**src/rtl/booth_controller_if.sv**
```systemverilog
// Handshake and strobe bundle between the Booth sequencer and its datapath/system.
// master = surrounding system + datapath, slave = booth_controller.
interface booth_controller_if;
  logic start;
  logic q0;
  logic qm1;
  logic ld_m;
  logic ld_q;
  logic clr_a;
  logic clr_qm1;
  logic ld_a;
  logic add_sub;
  logic shift;
  logic busy;
  logic done;

  modport master (
    output start, q0, qm1,
    input  ld_m, ld_q, clr_a, clr_qm1, ld_a, add_sub, shift, busy, done
  );

  modport slave (
    input  start, q0, qm1,
    output ld_m, ld_q, clr_a, clr_qm1, ld_a, add_sub, shift, busy, done
  );
endinterface

```
**src/rtl/booth_controller.sv**
```systemverilog
// Radix-2 Booth multiplier sequencer: LOAD, then N EVAL/SHIFT iterations, then a one-cycle done pulse.
// Macro BOOTH_SKIP_EN: on a 00/11 bit pair EVAL shifts by itself and the SHIFT state is skipped.
module booth_controller #(
  parameter int N = 16
) (
  input logic           clk,
  input logic           reset,
  booth_controller_if.slave bus
);

  localparam int CW = $clog2(N + 1);
  localparam logic [CW-1:0] CNT_LOAD = CW'(N);
  localparam logic [CW-1:0] CNT_ONE  = CW'(1);

  typedef enum logic [2:0] {
    S_IDLE,
    S_LOAD,
    S_EVAL,
    S_SHIFT,
    S_DONE
  } state_t;

  state_t        state;
  state_t        state_nx;
  logic [CW-1:0] cnt;
  logic [CW-1:0] cnt_nx;
  logic          last;

  // cnt holds the iterations still to shift; it is >= 1 whenever a shift happens
  assign last = (cnt == CNT_ONE);

  always_ff @(posedge clk) begin
    if (reset) begin
      state <= S_IDLE;
      cnt   <= '0;
    end else begin
      state <= state_nx;
      cnt   <= cnt_nx;
    end
  end

  always_comb begin
    state_nx    = state;
    cnt_nx      = cnt;
    bus.ld_m    = 1'b0;
    bus.ld_q    = 1'b0;
    bus.clr_a   = 1'b0;
    bus.clr_qm1 = 1'b0;
    bus.ld_a    = 1'b0;
    bus.add_sub = 1'b0;
    bus.shift   = 1'b0;
    bus.busy    = 1'b0;
    bus.done    = 1'b0;

    case (state)
      S_IDLE: begin
        if (bus.start) state_nx = S_LOAD;
      end

      S_LOAD: begin
        bus.busy    = 1'b1;
        bus.ld_m    = 1'b1;
        bus.ld_q    = 1'b1;
        bus.clr_a   = 1'b1;
        bus.clr_qm1 = 1'b1;
        cnt_nx      = CNT_LOAD;
        state_nx    = S_EVAL;
      end

      S_EVAL: begin
        bus.busy = 1'b1;
        state_nx = S_SHIFT;
        case ({bus.q0, bus.qm1})
          2'b01: bus.ld_a = 1'b1;
          2'b10: begin
            bus.ld_a    = 1'b1;
            bus.add_sub = 1'b1;
          end
          default: begin
`ifdef BOOTH_SKIP_EN
            // No ALU work this iteration, so shift now and stay in EVAL
            bus.shift = 1'b1;
            cnt_nx    = cnt - CNT_ONE;
            state_nx  = last ? S_DONE : S_EVAL;
`else
            bus.ld_a  = 1'b0;
`endif
          end
        endcase
      end

      S_SHIFT: begin
        bus.busy  = 1'b1;
        bus.shift = 1'b1;
        cnt_nx    = cnt - CNT_ONE;
        state_nx  = last ? S_DONE : S_EVAL;
      end

      S_DONE: begin
        bus.busy = 1'b1;
        bus.done = 1'b1;
        state_nx = S_IDLE;
      end

      default: state_nx = S_IDLE;
    endcase
  end

endmodule

```
**src/flat_wrapper.sv**
```systemverilog
// flat-port wrapper written by rule: the top's interface ports become plain ports
module booth_controller_flat 
#(
  parameter int N = 16
)
  (clk, reset, bus_start, bus_q0, bus_qm1, bus_ld_m, bus_ld_q, bus_clr_a, bus_clr_qm1, bus_ld_a, bus_add_sub, bus_shift, bus_busy, bus_done);
  booth_controller_if bus_i ();
  input logic clk;
  input logic reset;
  input wire logic [$bits(bus_i.start)-1:0] bus_start;
  input wire logic [$bits(bus_i.q0)-1:0] bus_q0;
  input wire logic [$bits(bus_i.qm1)-1:0] bus_qm1;
  output wire logic [$bits(bus_i.ld_m)-1:0] bus_ld_m;
  output wire logic [$bits(bus_i.ld_q)-1:0] bus_ld_q;
  output wire logic [$bits(bus_i.clr_a)-1:0] bus_clr_a;
  output wire logic [$bits(bus_i.clr_qm1)-1:0] bus_clr_qm1;
  output wire logic [$bits(bus_i.ld_a)-1:0] bus_ld_a;
  output wire logic [$bits(bus_i.add_sub)-1:0] bus_add_sub;
  output wire logic [$bits(bus_i.shift)-1:0] bus_shift;
  output wire logic [$bits(bus_i.busy)-1:0] bus_busy;
  output wire logic [$bits(bus_i.done)-1:0] bus_done;
  assign bus_i.start = bus_start;
  assign bus_i.q0 = bus_q0;
  assign bus_i.qm1 = bus_qm1;
  assign bus_ld_m = bus_i.ld_m;
  assign bus_ld_q = bus_i.ld_q;
  assign bus_clr_a = bus_i.clr_a;
  assign bus_clr_qm1 = bus_i.clr_qm1;
  assign bus_ld_a = bus_i.ld_a;
  assign bus_add_sub = bus_i.add_sub;
  assign bus_shift = bus_i.shift;
  assign bus_busy = bus_i.busy;
  assign bus_done = bus_i.done;
  booth_controller #(.N(N)) u_core (.clk(clk), .reset(reset), .bus(bus_i));
endmodule
```
**config.mk**
```make
export PLATFORM = sky130hd
export DESIGN_NAME = booth_controller_flat
export DESIGN_NICKNAME = d
export VERILOG_FILES = /design/src/rtl/booth_controller_if.sv /design/src/rtl/booth_controller.sv /design/src/flat_wrapper.sv
export SDC_FILE = /design/constraint.sdc
export NUM_CORES = 1
export LEC_CHECK = 0
export BUFFER_PORTS_ARGS = -buffer_cell sky130_fd_sc_hd__buf_2
export CAP_MARGIN = 20
export CORE_AREA = 10 10 47 49
export DETAILED_ROUTE_END_ITERATION = 6
export DIE_AREA = 0 0 57 59
export HOLD_SLACK_MARGIN = 0.06
export PLACE_DENSITY_LB_ADDON = 0.25
export SLEW_MARGIN = 25
export SYNTH_ARGS = -nofsm -noshare
export SYNTH_HDL_FRONTEND = slang
export SYNTH_SLANG_ARGS = --single-unit
```
**constraint.sdc**
```tcl
create_clock -name clk -period 1.14 [get_ports clk]
set_input_delay 0 -clock clk [delete_from_list [all_inputs] [get_ports clk]]
set_output_delay 0 -clock clk [all_outputs]
set_load 0.02 [all_outputs]
```
# Yosys cells after proc, flatten, opt, wreduce, memory -nomap -nowiden
# Cells that the tools add are included.
[totals]
elab_cells = 27
in_bits = 5
regBits = 8
[op_classes]
eq_ne = 8
n_addsub = 1
reduce_logical = 4
mux = 12
[op_table]
columns = ["cell", "count"]
rows = [
  ["$pmux 3 s4", 1],
  ["$pmux 5 s2", 1],
  ["$mux 1", 8],
  ["$eq 3x2->1 const B", 2],
  ["$mux 3", 2],
  ["$eq 5x1->1 const B", 1],
  ["$sub 5x1->5 const B", 1],
  ["$reduce_or 4->1", 1],
  ["$eq 3x1->1 const B", 1],
  ["$eq 3x3->1 const B", 1],
  ["$logic_not 3->1", 1],
  ["$eq 2x1->1 const B", 1],
  ["$eq 2x2->1 const B", 1],
  ["$ne 2x2->1 const B", 1],
  ["$reduce_bool 2->1", 1],
  ["$reduce_or 2->1", 1],
]

# Longest topological paths before layout
[logic_depth]
depth_word = 4
mapped_depth = 5
mapped_depth_nobuf = 5

# Worst setup path after synthesis
# Ideal clock, no wire load.
[synth_path]
path_kind = "register to register"
startpoint = "register u_core.state[2]"
endpoint = "register u_core.cnt[4]"
slack_ps = -342
arrival_time_ps = 1416
n_path_buf = 1
path_stages_with_launch = 5
synth_period_minus_slack_ps = 1482
path_cell_list = "dfxtp_1 buf_2 nor3b_1 a311oi_1 nor2_1"
[synth_via]
elab_chain_cells = 2
elab_cells_between_ends = 4
[synth_rtl]
columns = ["element", "line_no", "text"]
rows = [
  ["start, declared", "booth_controller.sv:23", "state_t state;"],
  ["start signal, assigned", "booth_controller.sv:37", "state <= state_nx;"],
  ["$eq 3x2->1 / $eq 3x1->1 (equally long branches)", "booth_controller.sv:55", "case (state)"],
  ["$pmux 5 s2 / $reduce_bool 2->1 (equally long branches)", "--", ""],
  ["end signal, assigned", "booth_controller.sv:38", "cnt <= cnt_nx;"],
  ["end, declared", "booth_controller.sv:25", "logic [CW-1:0] cnt;"],
]
# Several ways; a longest one is shown, not always the timed one.
# A chain may end at the register's enable or synchronous reset.

# Final worst setup path
[layout_path]
startpoint = "register u_core.state[2]"
endpoint = "output port bus_ld_a"
[layout_via]
elab_chain_cells = 2
[layout_rtl]
columns = ["element", "line_no", "text"]
rows = [
  ["$eq 3x2->1", "booth_controller.sv:55", ""],
  ["$mux 1", "booth_controller.sv:55", ""],
  ["end, declared", "flat_wrapper.sv:17", "output wire logic [$bits(bus_i.ld_a)-1:0] bus_ld_a;"],
]
# No other way between the ends.

==> results by group <==
Status
  • Outcome: finished, violations left
  • Failing checks: setup timing

Synth
  • Most used DFF post-synth: dfxtp_1
  • FFs w/ async S/R, synth: 0%
  • Synth warnings: 0
  • Syn Nets: 63
  • Post-Syn Area: 504 sq um
  • Post-synthesis cell type count: 30
  • Syn_area_per_cell: 9.17 sq um
  • Sequential area share after synthesis: 31.8%
  • Number of synthesized flops with an enable pin: 0
  • Mapped Cells: 55
  • FF+latch count, synth: 8

Cells and area
  • Area growth syn-to-layout: 56.6%
  • Fraction of layout cells with a size suffix above 1: 63.2%
  • Register area: 169 sq um
  • Most frequent cells in the layout: 13 x buf_4, 6 x buf_6, 5 x buf_2, 4 x nor2_1, 4 x dfxtp_2
  • Filler cells: 134
  • Commonest non-fill, non-tap cell in the layout: buf_4
  • Layout Nets: 86
  • Non-Filler Instances: 92
  • Number of diodes: 0
  • Multi-input gate area: 357 sq um

Setup path
  • CP endpoint kind: output port
  • Worst Path Max Fanout: 5
  • CP startpoint kind: flip-flop
  • Arr. time, crit path: 1.19 ns
  • Critical path class: flip-flop to output port
  • Req. time, crit path: 1.14 ns
  • R2R Setup Slk: -0.02 ns

Timing
  • Final Skew: 0.00452 ns
  • Worst relative slew slack: 77.0%
  • Fin. Hold Viols: 0
  • Fin. max-slew vios: 0
  • Max frequency: 843 MHz
  • Final setup fails: 8
  • Setup TNS: -0.174 ns
  • RSZ-0062 raised after global routing: true
  • Worst setup margin: -0.0468 ns
  • Fin crit period: 1.19 ns
  • Tightest Pin Transition: 0.344 ns
  • Final Cycle Share: 104%

Route
  • # DRC: 0
  • Routed WL: 1.44 mm
  • Final ANT Viol Nets: 0
  • Via count: 466
  • Routed vias/inst: 5.07
  • Drt pass-1 iters: 3
  • Wire per inst: 15.6 microns
  • DRT iter0 DRCs: 7

Placement
  • Placed Instances: 82
  • Place WS: -0.0228 ns
  • Number of port buffers: 13
  • Final Wtd Congestion: 0.767
  • DP HPWL: 957 microns

Floorplan
  • Die W: 57 microns
  • Initial Utilization: 36.0%
  • Die area: 3360 sq um
  • Core area: 1400 sq um
  • Std cell rows: 14
  • Boundary pin count: 14
  • DIE HEIGHT: 59 microns

Hold path
  • Worst Hold Class: input pin to output port

Power and ir drop
  • P_int: 538 uW
  • Clock power frac: 28.3%
  • Pwr Density: 973 nW/um^2
  • Switching power: 231 uW
  • Sw Ratio: 30.0%
  • Maximum vdd drop: 0.527 mV
  • Power share of the sequential group: 41.5%
  • Gate power share: 30.2%
  • Pleak: 0.000328 uW

Clocking
  • CTS tree: yes
  • Clock latency on the worst-skew pair: 0.25 ns
  • Worst-path clk slew: 0.05 ns
  • # H-tree levels: 1
  • Clock tree root driver cell: clkbuf_4
  • Clock tree sinks: 8
  • CTS buffer count: 3
  • Max clock buf depth: 2

Global route
  • Initial antenna violation count: 0
  • Largest net degree at the start of global routing: 9
  • Total congestion overflow: 0
  • Vias in the first global route: 493
  • GRT Total Usage: 8.52%
  • First-pass GRT wire length: 2.26 mm

Run
  • Max-cap check violation count: 0
[worst max-delay path: stages (launching register included)]
cell and delay (ns):
dfxtp_2 0.34, buf_6 0.13, nor4b_4 0.28, buf_4 0.19
[registers in the layout, summed over array words and instances, names as in the netlist]
signal / count
u_core.state: 3
u_core.cnt: 5
[metal layers]
metal | vias to the layer above | global-route usage (%) | routed length, microns
li1 | 237 | - | -
met1 | 210 | 7.96 | 551
met2 | 14 | 15.5 | 742
met3 | 5 | 3.22 | 113
met4 | 0 | 5.03 | 31
met5 | - | 0 | 0
[power groups by stage]
stage | Sequential, uW | Clock, uW | Combinational, uW
after global routing | 320 | 244 | 252
after floorplan | 310 | 0 | 138
after detailed placement | 318 | 0 | 167
final | 319 | 217 | 232
after global placement | 318 | 0 | 163
after CTS | 315 | 218 | 220
[per-stage QoR]
step	power [uW]	cell area, sq um	hold slack (ns)	util, %
after floorplan	448	522	0.164	-
after global placement	481	593	0.297	42.3
after detailed placement	486	593	0.304	42.3
after CTS	753	731	0.444	52.1
after global routing	816	790	0.472	56.3
final	768	790	0.446	56.3
[kinds of logic after synthesis]
family	synth area share (%)
multiplexers	1.99
XOR/XNOR	1.74
flip-flops	31.8
buffers and inverters	13.9
adder cells (fa/ha/maj)	7.44
AND/OR/NAND/NOR	31.0
AO/OA/AOI/OAI	12.2
[area by class of cell]
type / count / share of cell area (%)
multi-input cells: 36 / 45.2
repair buffers: 26 / 26.6
flip-flops and latches: 8 / 21.4
clock buffers: 3 / 2.85
well taps: 16 / 2.54
inverters: 3 / 1.43
[cells in the mapped netlist (2+ instances only)]
cell type / count / area, sq um
nor3_1: 3 / 15.0
inv_1: 3 / 11.3
buf_4: 3 / 22.5
buf_2: 2 / 10.0
nand3b_1: 2 / 15.0
dfxtp_1: 8 / 160
nand2_1: 2 / 7.51
nor2_1: 5 / 18.8
nor4_1: 2 / 12.5
a21oi_1: 2 / 10.0
ha_1: 3 / 37.5
buf_6: 2 / 22.5
[repair_timing]
item,in CTS,in global routing
resized for setup,23,11
setup endpoints to repair,11,11
buffers inserted,3,2
pin swaps,6,5
hold buffers,2,0
gates cloned,0,0
endpoints found under the hold margin,7,0
[final timing paths]
path,startpoint,cells past startpoint,end
worst min-delay path,bus_q0,4,bus_ld_a
worst min register to register,u_core.cnt[4]$_SDFFE_PP0P_,2,u_core.cnt[4]$_SDFFE_PP0P_
worst max-delay path,u_core.state[2]$_SDFFE_PP0P_,3,bus_ld_a
worst max register to register,u_core.state[0]$_SDFFE_PP0P_,5,u_core.cnt[4]$_SDFFE_PP0P_
(Power assumes the default switching activity.)
